==> src/rtl/obstacle_scroller_pkg.sv <==
// obstacle_scroller_pkg: state encoding, playfield constants and the LFSR step shared by the scroller.
package obstacle_scroller_pkg;
   typedef enum logic [2:0] {IDLE, PICK, LOAD, SCROLL, GAP} state_e;
   localparam logic [9:0] LANE_X0 = 10'hC5;
   localparam logic [9:0] LANE_X1 = 10'h117;
   localparam logic [9:0] LANE_X2 = 10'h169;
   localparam logic [9:0] SPAWN_Y = 10'h262;
   localparam logic [9:0] HIDDEN_Y = 10'h26C;
   localparam logic [2:0] NUM_PATTERNS = 3'd6;
   function automatic logic [7:0] lfsr_next(input logic [7:0] l);
      return {l[6:0], l[7] ^ l[5] ^ l[4] ^ l[3]};
   endfunction
endpackage

==> src/rtl/obstacle_scroller_if.sv <==
// obstacle_scroller_if: game control, position ROM and renderer/score signals of the scroller.
interface obstacle_scroller_if;
   logic frame_tick, run, collision;
   logic [3:0] speed;
   logic [2:0] index;
   logic [9:0] x0_in, y0_in, x1_in, y1_in;
   logic en0_in, en1_in;
   logic [9:0] obj_x0, obj_y0, obj_x1, obj_y1;
   logic obj_en0, obj_en1, passed_pulse;
   logic [7:0] pairs_passed;
   modport master (
      output frame_tick, run, collision, speed, x0_in, y0_in, en0_in, x1_in, y1_in, en1_in,
      input index, obj_x0, obj_y0, obj_x1, obj_y1, obj_en0, obj_en1, passed_pulse, pairs_passed
   );
   modport slave (
      input frame_tick, run, collision, speed, x0_in, y0_in, en0_in, x1_in, y1_in, en1_in,
      output index, obj_x0, obj_y0, obj_x1, obj_y1, obj_en0, obj_en1, passed_pulse, pairs_passed
   );
endinterface

==> src/rtl/obstacle_lfsr.sv <==
// obstacle_lfsr: 8-bit Fibonacci LFSR stepped once per pattern pick, folded onto pattern indices 0..5.
module obstacle_lfsr
   import obstacle_scroller_pkg::*;
#(
   parameter logic [7:0] SEED = 8'hA5
) (
   input  logic       clk,
   input  logic       reset,
   input  logic       step,
   output logic [2:0] index
);
   logic [7:0] lfsr_q, lfsr_d;
   logic [2:0] index_q, index_d;
   always_comb begin
      lfsr_d = step ? lfsr_next(lfsr_q) : lfsr_q;
      index_d = !step ? index_q : lfsr_d[2:0] >= NUM_PATTERNS ? lfsr_d[2:0] - NUM_PATTERNS : lfsr_d[2:0];
   end
   always_ff @(posedge clk or posedge reset) begin
      if (reset) begin
         lfsr_q <= SEED;
         index_q <= 3'd0;
      end else begin
         lfsr_q <= lfsr_d;
         index_q <= index_d;
      end
   end
   assign index = index_q;
endmodule

==> src/rtl/obstacle_scroller.sv <==
// obstacle_scroller: picks obstacle patterns from the position ROM and scrolls each pair
// down the screen, counting retired pairs for the score logic.
module obstacle_scroller
   import obstacle_scroller_pkg::*;
#(
   parameter int         GAP_FRAMES = 16,
   parameter logic [7:0] LFSR_SEED  = 8'hA5
) (
   input logic clk,
   input logic reset,
   obstacle_scroller_if.slave bus
);
   state_e state_q, state_d;
   logic [9:0] x0_q, x0_d, y0_q, y0_d, x1_q, x1_d, y1_q, y1_d, ny0, ny1;
   logic en0_q, en0_d, en1_q, en1_d, pulse_q, pulse_d, adv, retire, step;
   logic [7:0] gap_q, gap_d, pairs_q, pairs_d;
   logic [2:0] index;
   obstacle_lfsr #(.SEED(LFSR_SEED)) u_lfsr (.clk(clk), .reset(reset), .step(step), .index(index));
   always_comb begin
      adv = bus.frame_tick && !bus.collision;
      ny0 = y0_q > 10'(bus.speed) ? y0_q - 10'(bus.speed) : 10'd0;
      ny1 = y1_q > 10'(bus.speed) ? y1_q - 10'(bus.speed) : 10'd0;
      // an empty pair retires on the first tick; an enabled one needs motion and all enabled y at 0
      retire = bus.run && state_q == SCROLL && adv && ((en0_q || en1_q) ?
               bus.speed != 4'd0 && (!en0_q || ny0 == 10'd0) && (!en1_q || ny1 == 10'd0) : 1'b1);
      step = bus.run && state_q == PICK;
      state_d = state_q;
      x0_d = x0_q;
      y0_d = y0_q;
      x1_d = x1_q;
      y1_d = y1_q;
      en0_d = en0_q;
      en1_d = en1_q;
      gap_d = gap_q;
      pulse_d = retire;
      pairs_d = retire && pairs_q != 8'hFF ? pairs_q + 8'd1 : pairs_q;
      if (!bus.run) begin
         state_d = IDLE;
         en0_d = 1'b0;
         en1_d = 1'b0;
         gap_d = 8'd0;
      end else begin
         case (state_q)
            IDLE: begin
               state_d = PICK;
               pairs_d = 8'd0;
            end
            PICK: state_d = LOAD;
            LOAD: begin
               {x0_d, y0_d, en0_d} = {bus.x0_in, bus.y0_in, bus.en0_in};
               {x1_d, y1_d, en1_d} = {bus.x1_in, bus.y1_in, bus.en1_in};
               state_d = SCROLL;
            end
            SCROLL: if (adv) begin
               y0_d = ny0;
               y1_d = ny1;
               if (retire) begin
                  en0_d = 1'b0;
                  en1_d = 1'b0;
                  state_d = GAP;
               end
            end
            GAP: if (adv) begin
               gap_d = gap_q + 8'd1;
               if (gap_d == 8'(GAP_FRAMES)) begin
                  gap_d = 8'd0;
                  state_d = PICK;
               end
            end
            default: state_d = IDLE;
         endcase
      end
   end
   always_ff @(posedge clk or posedge reset) begin
      if (reset) begin
         state_q <= IDLE;
         {x0_q, y0_q, x1_q, y1_q} <= '0;
         {en0_q, en1_q, pulse_q} <= '0;
         gap_q <= 8'd0;
         pairs_q <= 8'd0;
      end else begin
         state_q <= state_d;
         {x0_q, y0_q, x1_q, y1_q} <= {x0_d, y0_d, x1_d, y1_d};
         {en0_q, en1_q, pulse_q} <= {en0_d, en1_d, pulse_d};
         gap_q <= gap_d;
         pairs_q <= pairs_d;
      end
   end
   assign bus.index = index;
   assign {bus.obj_x0, bus.obj_y0, bus.obj_x1, bus.obj_y1} = {x0_q, y0_q, x1_q, y1_q};
   assign {bus.obj_en0, bus.obj_en1, bus.passed_pulse} = {en0_q, en1_q, pulse_q};
   assign bus.pairs_passed = pairs_q;
endmodule

==> src/flat_wrapper.sv <==
// flat-port wrapper written by rule: the top's interface ports become plain ports
module obstacle_scroller_flat import obstacle_scroller_pkg::*;
#(
   parameter int         GAP_FRAMES = 16,
   parameter logic [7:0] LFSR_SEED  = 8'hA5
)
  (clk, reset, bus_frame_tick, bus_run, bus_collision, bus_speed, bus_x0_in, bus_y0_in, bus_en0_in, bus_x1_in, bus_y1_in, bus_en1_in, bus_index, bus_obj_x0, bus_obj_y0, bus_obj_x1, bus_obj_y1, bus_obj_en0, bus_obj_en1, bus_passed_pulse, bus_pairs_passed);
  obstacle_scroller_if bus_i ();
  input logic clk;
  input logic reset;
  input wire logic [$bits(bus_i.frame_tick)-1:0] bus_frame_tick;
  input wire logic [$bits(bus_i.run)-1:0] bus_run;
  input wire logic [$bits(bus_i.collision)-1:0] bus_collision;
  input wire logic [$bits(bus_i.speed)-1:0] bus_speed;
  input wire logic [$bits(bus_i.x0_in)-1:0] bus_x0_in;
  input wire logic [$bits(bus_i.y0_in)-1:0] bus_y0_in;
  input wire logic [$bits(bus_i.en0_in)-1:0] bus_en0_in;
  input wire logic [$bits(bus_i.x1_in)-1:0] bus_x1_in;
  input wire logic [$bits(bus_i.y1_in)-1:0] bus_y1_in;
  input wire logic [$bits(bus_i.en1_in)-1:0] bus_en1_in;
  output wire logic [$bits(bus_i.index)-1:0] bus_index;
  output wire logic [$bits(bus_i.obj_x0)-1:0] bus_obj_x0;
  output wire logic [$bits(bus_i.obj_y0)-1:0] bus_obj_y0;
  output wire logic [$bits(bus_i.obj_x1)-1:0] bus_obj_x1;
  output wire logic [$bits(bus_i.obj_y1)-1:0] bus_obj_y1;
  output wire logic [$bits(bus_i.obj_en0)-1:0] bus_obj_en0;
  output wire logic [$bits(bus_i.obj_en1)-1:0] bus_obj_en1;
  output wire logic [$bits(bus_i.passed_pulse)-1:0] bus_passed_pulse;
  output wire logic [$bits(bus_i.pairs_passed)-1:0] bus_pairs_passed;
  assign bus_i.frame_tick = bus_frame_tick;
  assign bus_i.run = bus_run;
  assign bus_i.collision = bus_collision;
  assign bus_i.speed = bus_speed;
  assign bus_i.x0_in = bus_x0_in;
  assign bus_i.y0_in = bus_y0_in;
  assign bus_i.en0_in = bus_en0_in;
  assign bus_i.x1_in = bus_x1_in;
  assign bus_i.y1_in = bus_y1_in;
  assign bus_i.en1_in = bus_en1_in;
  assign bus_index = bus_i.index;
  assign bus_obj_x0 = bus_i.obj_x0;
  assign bus_obj_y0 = bus_i.obj_y0;
  assign bus_obj_x1 = bus_i.obj_x1;
  assign bus_obj_y1 = bus_i.obj_y1;
  assign bus_obj_en0 = bus_i.obj_en0;
  assign bus_obj_en1 = bus_i.obj_en1;
  assign bus_passed_pulse = bus_i.passed_pulse;
  assign bus_pairs_passed = bus_i.pairs_passed;
  obstacle_scroller #(.GAP_FRAMES(GAP_FRAMES), .LFSR_SEED(LFSR_SEED)) u_core (.clk(clk), .reset(reset), .bus(bus_i));
endmodule
==> config.mk <==
export PLATFORM = sky130hd
export DESIGN_NAME = obstacle_scroller_flat
export DESIGN_NICKNAME = d
export VERILOG_FILES = /design/src/rtl/obstacle_scroller_pkg.sv /design/src/rtl/obstacle_scroller_if.sv /design/src/rtl/obstacle_lfsr.sv /design/src/rtl/obstacle_scroller.sv /design/src/flat_wrapper.sv
export SDC_FILE = /design/constraint.sdc
export NUM_CORES = 1
export LEC_CHECK = 0
export ABC_CLOCK_PERIOD_IN_PS = 4100
export CORE_MARGIN = 5
export CORE_UTILIZATION = 25
export CTS_CLUSTER_DIAMETER = 150
export DETAILED_ROUTE_END_ITERATION = 8
export PLACE_DENSITY = 0.44
export SLEW_MARGIN = 20
export SYNTH_ARGS = -nofsm -noshare
export SYNTH_HDL_FRONTEND = slang
export SYNTH_SLANG_ARGS = --single-unit
==> constraint.sdc <==
create_clock -name clk -period 4.1 [get_ports clk]
set_clock_uncertainty 0.2 [all_clocks]
set_input_delay 1.23 -clock clk [delete_from_list [all_inputs] [get_ports clk]]
set_output_delay 1.23 -clock clk [all_outputs]
set_load 0.1 [all_outputs]
After elaboration in Yosys (flattened, before gate mapping)
Index checks and enable logic that the tools add are counted.
{"block": "word_totals", "word_cells": 90, "mem_bits_ro": 0, "mem_count": 0, "mem_bits_rw": 0, "in_bits": 51, "register_bits": 73, "output_inout_bits": 54, "latch_bits": 0}
{"block": "classes", "eq_ne": 14, "multipliers": 0, "div": 0, "n_reduce_logical": 24, "n_lt_le_gt_ge": 3, "shift": 0, "n_addsub": 5, "bitwise_logic": 3, "n_mux": 28}
{"operator": "two-way mux 8 bit", "n": 7}
{"operator": "two-way mux 10 bit", "n": 4}
{"operator": "case mux 10 bit (2 select lines)", "n": 2}
{"operator": "two-way mux 3 bit", "n": 7}
{"operator": "> comparator 10 x 4 -> 1 bit", "n": 2}
{"operator": "logical NOT 10 bit", "n": 2}
{"operator": "subtractor 10 x 4 -> 10 bit", "n": 2}
{"operator": "adder 8 x 1 -> 8 bit (second input constant)", "n": 2}
{"operator": "case mux 3 bit (5 select lines)", "n": 1}
{"operator": "inequality test 3 x 2 -> 1 bit (second input constant)", "n": 4}
{"operator": "equality test 8 x 5 -> 1 bit (second input constant)", "n": 1}
{"operator": "logical AND 1 bit", "n": 8}
{"operator": "inequality test 8 bit (second input constant)", "n": 1}
{"operator": "equality test 3 x 2 -> 1 bit (second input constant)", "n": 2}
{"operator": "inequality test 2 x 1 -> 1 bit (second input constant)", "n": 3}
{"operator": "AND reduction 3 bit", "n": 2}
{"operator": "two-way mux 1 bit", "n": 5}
{"operator": "case mux 1 bit (2 select lines)", "n": 2}
{"operator": "AND reduction 2 bit", "n": 2}
{"operator": "AND reduction 4 bit", "n": 1}
{"operator": "nonzero test 4 bit", "n": 1}
{"operator": "equality test 3 x 1 -> 1 bit (second input constant)", "n": 1}
{"operator": "equality test 3 bit (second input constant)", "n": 1}
{"operator": "greater-or-equal comparator 3 bit (second input constant)", "n": 1}
{"operator": "other kinds (7)", "n": 13}

Depth between registers and ports, before layout
Gate-level depths: netlist (run 1).
{"block": "logic_depth", "depth_word": 12, "ltp_mapped": 11}

Hierarchy
Synthesis (run 1) repeated with hierarchy kept, for this count alone.
{"block": "hier_totals", "hier_cells": 438, "area_unflattened_um2": 4108.9}
{"mod": "obstacle_scroller", "area_per_inst_um2": 3654.8, "seq_area_each_um2": 1551.5, "cells_each": 403, "instances": 1}
{"mod": "obstacle_lfsr", "area_per_inst_um2": 454.2, "seq_area_each_um2": 280.3, "cells_each": 35, "instances": 1}

Worst setup path before layout (run 1)
OpenSTA, ideal clock, no wires.
{"block": "synth_timing", "kind": "input -> register", "from": "input port bus_speed[0]", "to": "register u_core.y0_q[9] (netlist: u_core.bus.obj_y0[9])", "arrival_time_ns": 3.608, "setup_time_ns": 0.078, "t_required_ns": 3.822, "path_stages": 9, "slack_ns": 0.215, "cell_sequence": "ha_1 fa_1 nand2b_1 a21oi_1 a2111o_1 nand3_1 or4_2 o31a_1 o2bb2ai_1"}
{"block": "synth_via", "elab_chain_len": 4, "elab_cells_between_ends": 5, "classes_between": "1 x add/sub; 1 x order compare; 3 x mux"}
{"element": "start, declared", "line": "flat_wrapper.sv:14", "text": "input wire logic [$bits(bus_i.speed)-1:0] bus_speed;"}
{"element": "subtractor 10 x 4 -> 10 bit or > comparator 10 x 4 -> 1 bit (tied branches)", "line": "obstacle_scroller.sv:21", "text": "ny0 = y0_q > 10'(bus.speed) ? y0_q - 10'(bus.speed) : 10'd0;"}
{"element": "two-way mux 10 bit (*)", "line": "obstacle_scroller.sv:21"}
{"element": "two-way mux 10 bit (*)", "line": "obstacle_scroller.sv:54", "text": "SCROLL: if (adv) begin"}
{"element": "case mux 10 bit (2 select lines) (*)", "line": "obstacle_scroller.sv:43", "text": "case (state_q)"}
{"element": "end signal, assigned", "line": "obstacle_scroller.sv:83", "text": "{x0_q, y0_q, x1_q, y1_q} <= {x0_d, y0_d, x1_d, y1_d};"}
{"element": "end, declared", "line": "obstacle_scroller.sv:14", "text": "logic [9:0] x0_q, x0_d, y0_q, y0_d, x1_q, x1_d, y1_q, y1_d, ny0, ny1;"}
Mark *: on every way between the ends. The rest lies on a longest branch, timed or not. The select of a mux whose other input is x is not followed.
A chain may end at the register's enable or synchronous reset.

Final worst setup path (run 1)
{"block": "layout_timing", "from": "input port bus_speed[0]", "to": "register u_core.pairs_q[1] (netlist: u_core.bus.pairs_passed[1])"}
{"block": "layout_via", "elab_chain_len": 12, "elab_cells_between_ends": 19, "classes_between": "2 x add/sub; 2 x order compare; 6 x mux; 9 x reduce/logical"}
{"element": "subtractor 10 x 4 -> 10 bit or > comparator 10 x 4 -> 1 bit (tied branches)", "line": "obstacle_scroller.sv:21"}
{"element": "two-way mux 10 bit", "line": "obstacle_scroller.sv:21"}
{"element": "logical NOT 10 bit", "line": "obstacle_scroller.sv:25", "text": "bus.speed != 4'd0 && (!en0_q || ny0 == 10'd0) && (!en1_q || ny1 == 10'd0) : 1'b1);"}
{"element": "logical OR 1 bit", "line": "obstacle_scroller.sv:25"}
{"element": "logical AND 1 bit", "line": "obstacle_scroller.sv:25"}
{"element": "logical AND 1 bit (*)", "line": "obstacle_scroller.sv:25"}
{"element": "two-way mux 1 bit (*)", "line": "obstacle_scroller.sv:24", "text": "retire = bus.run && state_q == SCROLL && adv && ((en0_q || en1_q) ?"}
{"element": "logical AND 1 bit (*)", "line": "obstacle_scroller.sv:24"}
{"element": "logical AND 1 bit (*)", "line": "obstacle_scroller.sv:36", "text": "pairs_d = retire && pairs_q != 8'hFF ? pairs_q + 8'd1 : pairs_q;"}
{"element": "two-way mux 8 bit (*)", "line": "obstacle_scroller.sv:36"}
{"element": "two-way mux 8 bit", "line": "obstacle_scroller.sv:43"}
{"element": "two-way mux 8 bit (*)", "line": "obstacle_scroller.sv:37", "text": "if (!bus.run) begin"}
{"element": "net u_core.pairs_d[1]", "line": "obstacle_scroller.sv:16", "text": "logic [7:0] gap_q, gap_d, pairs_q, pairs_d;"}
{"element": "end signal, assigned", "line": "obstacle_scroller.sv:86", "text": "pairs_q <= pairs_d;"}
{"element": "end, declared", "line": "obstacle_scroller.sv:16"}
Mark *: on every way through the listed nets, which the timed path passes. The rest lies on a longest branch.

==> results_dict.tcl, run 1 <==
set metrics [dict create \
    status "finished clean" \
    p_per_area_nw_per_um2 749.9 \
    rsz0062_at_grt "false" \
    die_area_um2 18910 \
    final.min_clock_period_ns 3.959 \
    drc 0 \
    hold_viol 0 \
    ys.flop_type "dfrtp_1" \
    drt-total-wl_um 11650 \
    fin_crit_sh 0.9657 \
    cts_tree "done" \
    clock-sinks 73 \
    antennaDiodeCount 0 \
    synth_area_leader_cell "dfrtp_1" \
    grt_pass1_vias 3685 \
    clock_latency_ns 0.34 \
    postRouteAntennaNets 0 \
    worstPathCellList "clkdlybuf4s50_1 > ha_1 > fa_1 > nand2b_1 > a21oi_2 > nor2_1 > and3b_1 > a31oi_1 > buf_4 > or4b_1 > a21oi_1" \
    slew-limit-headroom 0.5631 \
    port_buffers 104 \
    final_layout_size_suffix_gt1_frac 0.2581 \
    gr-total-overflow 0 \
    p_leak_nw 2.510 \
    async_flop_share 1.000 \
    numCtsBuffers 9 \
    cts_setup_buffers 0 \
    die_w_um 137.5 \
    nFillCells 1651 \
    drtIter0Drc 169 \
    worst-setup-path-type "input pin to flip-flop" \
    ir_worst_vdd_v 0.0005140 \
    finalSetupTns_ns 0 \
    yosysSeqAreaShare 0.4506 \
    cpPeakStageDelay_ns 0.51 \
    dr.pass1.iters 4 \
    avgSynthCellArea_um2 9.656 \
    tightest_slew_ns 0.6544 \
    startpoint_type "input pin" \
    syn_nets 484 \
    setup_slack_ns 0.1407 \
    dp_hpwl_um 8596 \
    grt_start_max_net_pins 41 \
    synth.top_cell.area_share 0.4247 \
    synth_area_um2 4065 \
    hp-class "flip-flop to flip-flop" \
    htree_levels 3 \
    start_util 0.2550 \
    placed_cell_area_um2 5446 \
    cts_root_buf "clkbuf_16" \
    grt_pass1_wl_um 19090 \
    ys_top_cells_by_count "69 x dfrtp_1, 38 x nand2_1, 34 x nor2_1, 27 x mux2_2, 27 x o21ai_0" \
    critPathSlowestCell "or4b_1" \
    synth_most_common_cell "dfrtp_1" \
    layout.nets 616 \
    pre_cts_slack_ns -0.2341 \
    worstSetupEndpointType "flip-flop" \
    setup_viol 0 \
    slew_viol_final 0 \
    synth_seq_cells 73 \
    globalplace.congestion 0.8157 \
    ys_top_cells_by_area "dfrtp_1 42%, mux2_2 7.5%, nand2_1 3.5%, o21ai_0 3.3%, nor2_1 3.1%" \
    coreArea_um2 15940 \
    drv_cap 0 \
    row_count 46 \
    ctsHoldBuffers 0 \
    dp.cells 758 \
    postLayoutCellArea_um2 5753 \
    synth_edf_count 0 \
    yosys_warnings 0 \
    hold_ws_ns 0.3050 \
    cp.arrival_ns 4.02 \
    path_clk_slew_ns 0.06 \
    die_y_um 137.5 \
    area_growth_pct 41.52 \
    drt-vias-per-instance 4.687 \
    cp_data_required_time_ns 4.16 \
    grt_usage 0.1280 \
    antenna_found_initial 0 \
    fmax_ghz 0.2526 \
    yosysUniqueCellTypes 53 \
    synth_cells 421 \
    ios 105 \
    num_vias 3628 \
    final_cell_count_no_fill 774 \
    clockBufferDepth 2 \
    post_drt_wl_per_cell_um 15.05 \
    cp_max_fo 10 \
]
-- layout make-up --
class	count	area [um^2]	area share
inverters	16	60.06	0.01044
multi-input cells	314	2111	0.3669
repair buffers	139	1181	0.2053
well taps	216	270.3	0.04698
flip-flops and latches	73	1832	0.3184
clock inverters	4	52.55	0.009134
clock buffers	12	246.5	0.04284
-- power breakdown --
| part | switching, mW | total (mW) | internal, mW |
|---|---|---|---|
| sequential | 0.192 | 1.13 | 0.934 |
| combinational | 1.71 | 2.39 | 0.683 |
| clock | 0.310 | 0.798 | 0.488 |
-- registers in the layout (all words and copies together) (netlist names) --
name	cells
u_core.bus.obj_y0	10
u_core.bus.obj_en0	1
u_core.u_lfsr.lfsr_q	8
u_core.bus.pairs_passed	8
u_core.u_lfsr.index	3
u_core.bus.passed_pulse	1
u_core.gap_q	8
u_core.bus.obj_x0	10
u_core.bus.obj_x1	10
u_core.state_q	3
u_core.bus.obj_en1	1
u_core.bus.obj_y1	10
-- worst paths after layout --
check                                         from                    endpoint  slack [ns]  depth (start not counted)
min                        u_core.u_lfsr.lfsr_q[6]     u_core.u_lfsr.lfsr_q[6]        0.31                          1
max in group asynchronous                    reset        u_core.bus.obj_y0[0]        1.93                          3
min reg2reg                u_core.u_lfsr.lfsr_q[6]     u_core.u_lfsr.lfsr_q[6]        0.31                          1
max                                   bus_speed[0]  u_core.bus.pairs_passed[1]        0.14                         11
max reg2reg                   u_core.bus.obj_y0[0]  u_core.bus.pairs_passed[1]        1.13                         11
min in group asynchronous                    reset        u_core.bus.obj_x0[5]        1.12                          2
-- cells by family after synthesis --
| group | after synthesis | share of synthesized area |
|---|---|---|
| fa+ha+maj | 12 | 0.04063 |
| simple gates | 155 | 0.1951 |
| compound gates | 98 | 0.1561 |
| buf+inv | 34 | 0.03324 |
| flops | 73 | 0.4506 |
| mux | 34 | 0.09203 |
| xor+xnor | 15 | 0.03232 |
-- layer usage --
layer | GRT usage | vias to the layer above | wire length (um) | share of wire
li1 | - | 1784 | - | -
met1 | 0.1661 | 1735 | 5416 | 0.46
met2 | 0.1903 | 103 | 5016 | 0.43
met3 | 0.06209 | 6 | 1129 | 0.097
met4 | 0.03326 | 0 | 86 | 0.0074
met5 | 0 | - | 0 | 0
-- what timing repair did --
action	in CTS	in global routing
resized for setup	0	2
endpoints found under the setup margin	0	6
endpoints found under the hold margin	0	0
-- critical path: cells and delay by family --
kind	cells	cell delay, ns
simple gates	4	0.98
buf+inv	2	0.68
fa+ha+maj	2	0.66
compound gates	3	0.47
-- per-stage QoR --
stage / utilization / total power, mW
floorplan: - / 2.862
global placement: 0.3416 / 3.532
detailed placement: 0.3416 / 3.526
CTS: 0.3604 / 4.364
global route: 0.3609 / 4.550
finish: 0.3609 / 4.314
-- cell usage in the layout, fill, tap and decap left out, types with 6 or more instances in the layout --
cell type,synthesis,final
nor2b_1,6,6
nand2b_1,13,13
nor3_1,12,12
inv_1,16,15
nand4_1,6,6
mux2_2,27,27
nor2_1,34,34
and2_1,6,6
a21oi_1,23,21
a22oi_1,8,8
xnor2_1,11,11
ha_1,10,10
clkbuf_16,0,9
nor4_1,6,6
o21ai_0,27,27
nand3_1,11,11
mux2i_1,7,7
dfrtp_1,69,69
clkdlybuf4s50_1,0,50
buf_4,0,88
nand2_1,38,38
Note: power is estimated with default switching activity, not from simulation.
==> run 2, diff against run 1 <==
Settings changed: PLACE_DENSITY 0.44 to 0.45.
==> results_dict.tcl, run 2 (synthesis gave the netlist of run 1 again) <==
set metrics [dict create \
    status "finished clean" \
    cp_max_fo 10 \
    ir_worst_vdd_v 0.0005709 \
    cts_root_buf "clkbuf_16" \
    drtIter0Drc 188 \
    ios 105 \
    top_usage_layer "met2" \
    worst-setup-path-type "input pin to flip-flop" \
    dp_hpwl_um 8634 \
    htree_levels 3 \
    postRouteAntennaNets 0 \
    numCtsBuffers 9 \
    fin_crit_sh 0.9671 \
    gr-total-overflow 0 \
    finalPower_mw 4.419 \
    grtUsageMet1 0.1774 \
    slew-limit-headroom 0.6020 \
    drc 0 \
    num_vias 3677 \
    tightest_slew_ns 0.5947 \
    startpoint_type "input pin" \
    hp-class "flip-flop to flip-flop" \
    die_y_um 137.5 \
    grt_pass1_vias 3777 \
    globalplace.congestion 0.7979 \
    grt_pass1_wl_um 19380 \
    drv_cap 0 \
    pre_cts_slack_ns -0.2678 \
    cp.arrival_ns 4.03 \
    met2_usage 0.1874 \
    final_cell_mix "94 x buf_4, 69 x dfrtp_1, 49 x clkdlybuf4s50_1" \
    setup_slack_ns 0.1347 \
    hold_viol 0 \
    layout.nets 622 \
    dr.pass1.iters 4 \
    antenna_found_initial 0 \
    final.min_clock_period_ns 3.965 \
    cts_tree "done" \
    die_w_um 137.5 \
    setup_viol 0 \
    cp_data_required_time_ns 4.17 \
    start_util 0.2550 \
    antennaDiodeCount 0 \
    drt-vias-per-instance 4.714 \
    grtUsageMet3 0.04967 \
    post_drt_wl_per_cell_um 15.22 \
    final_common_cell "buf_4" \
    clock_latency_ns 0.35 \
    worstSetupEndpointType "flip-flop" \
    critPathSlowestCell "or4_1" \
    rsz0062_at_grt "false" \
    clockBufferDepth 2 \
    ctsHoldBuffers 0 \
    area_growth_pct 43.71 \
    drt-total-wl_um 11870 \
    row_count 46 \
    grt_usage 0.1301 \
    port_buffers 104 \
    p_leak_nw 2.568 \
    path_clk_slew_ns 0.06 \
    clock-sinks 73 \
    cpPeakStageDelay_ns 0.50 \
    slew_viol_final 0 \
    grt_start_max_net_pins 54 \
    worstPathCellList "clkdlybuf4s50_1 > ha_1 > fa_1 > nand2b_1 > a21oi_2 > nor2_1 > and3b_1 > a31oi_2 > buf_4 > or4_1 > a21oi_1" \
    die_area_um2 18910 \
    coreArea_um2 15940 \
    final_layout_size_suffix_gt1_frac 0.2730 \
    crit_buf_inv 2 \
    crit_family "simple AND/OR/NAND/NOR gates" \
    p_per_area_nw_per_um2 756.4 \
    fmax_ghz 0.2522 \
]
==> run 2: cell types whose count changed in the layout (fill, tap and decap cells not counted), sizes merged <==
cell           delta
clkbuf            -3
clkinvlp          -2
clkinv            +3
buf               +6
inv               +1
dlymetal6s2s      +1
clkdlybuf4s50     -1
bufinv            +1
==> run 2: final cells by class <==
cell class	instances	area, um^2
Timing Repair Buffer	145	1229
Fill cell	1627	10100
Inverter	16	60.06
Clock buffer	9	225.2
Clock inverter	7	102.6
Multi-Input combinational cell	314	2123
Tap cell	216	270.3
Sequential cell	73	1832
==> run 2: report_power, final <==
group,switching [mW],internal [mW]
combinational,1.71,0.697
sequential,0.194,0.933
clock,0.345,0.538
==> run 2: metal layers <==
| layer | vias up | wire length (um) |
|---|---|---|
| li1 | 1804 | - |
| met1 | 1742 | 5555 |
| met2 | 119 | 5016 |
| met3 | 12 | 1133 |
| met4 | 0 | 168 |
| met5 | - | 0 |
==> run 2: through the flow <==
| stage | cell area [um^2] | util | hold WS (ns) | TNS [ns] | std cells |
|---|---|---|---|---|---|
| after global placement | 5477 | 0.3435 | 0.2878 | -2.673 | 762 |
| after CTS | 5804 | 0.3641 | 0.3105 | 0 | 778 |
| after global routing | 5842 | 0.3664 | 0.3321 | 0 | 780 |
| after detailed placement | 5477 | 0.3435 | 0.2899 | -2.919 | 762 |
| final | 5842 | 0.3664 | 0.3052 | 0 | 780 |
| after floorplan | 4065 | - | 0.2750 | 0 | 421 |
==> run 2: final timing paths <==
kind | start | end | slack (ns) | cells past startpoint
worst max-delay path | bus_speed[0] | u_core.bus.pairs_passed[0] | 0.13 | 11
worst min-delay path | u_core.bus.obj_x1[4] | u_core.bus.obj_x1[4] | 0.31 | 1
worst max register to register | u_core.bus.obj_y0[0] | u_core.bus.pairs_passed[0] | 1.09 | 11
worst min register to register | u_core.bus.obj_x1[4] | u_core.bus.obj_x1[4] | 0.31 | 1
max in group asynchronous | reset | u_core.u_lfsr.lfsr_q[2] | 1.97 | 3
min in group asynchronous | reset | u_core.bus.obj_x1[2] | 1.02 | 2
==> run 2: what timing repair did <==
item                                    4_1_cts  5_1_grt
endpoints found under the setup margin        0       11
endpoints found under the hold margin         0        0
resized for setup                             0        5
setup buffers                                 0        2
==> run 2: worst reg2reg max path, delay by kind of cell (launching register included) <==
family	cells	cell delay (ns)
DFF	1	0.35
buffers and inverters	2	0.26
and+or+nand+nor	4	1.00
AOI/OAI and AO/OA	3	0.49
adders and majority gates	2	0.63
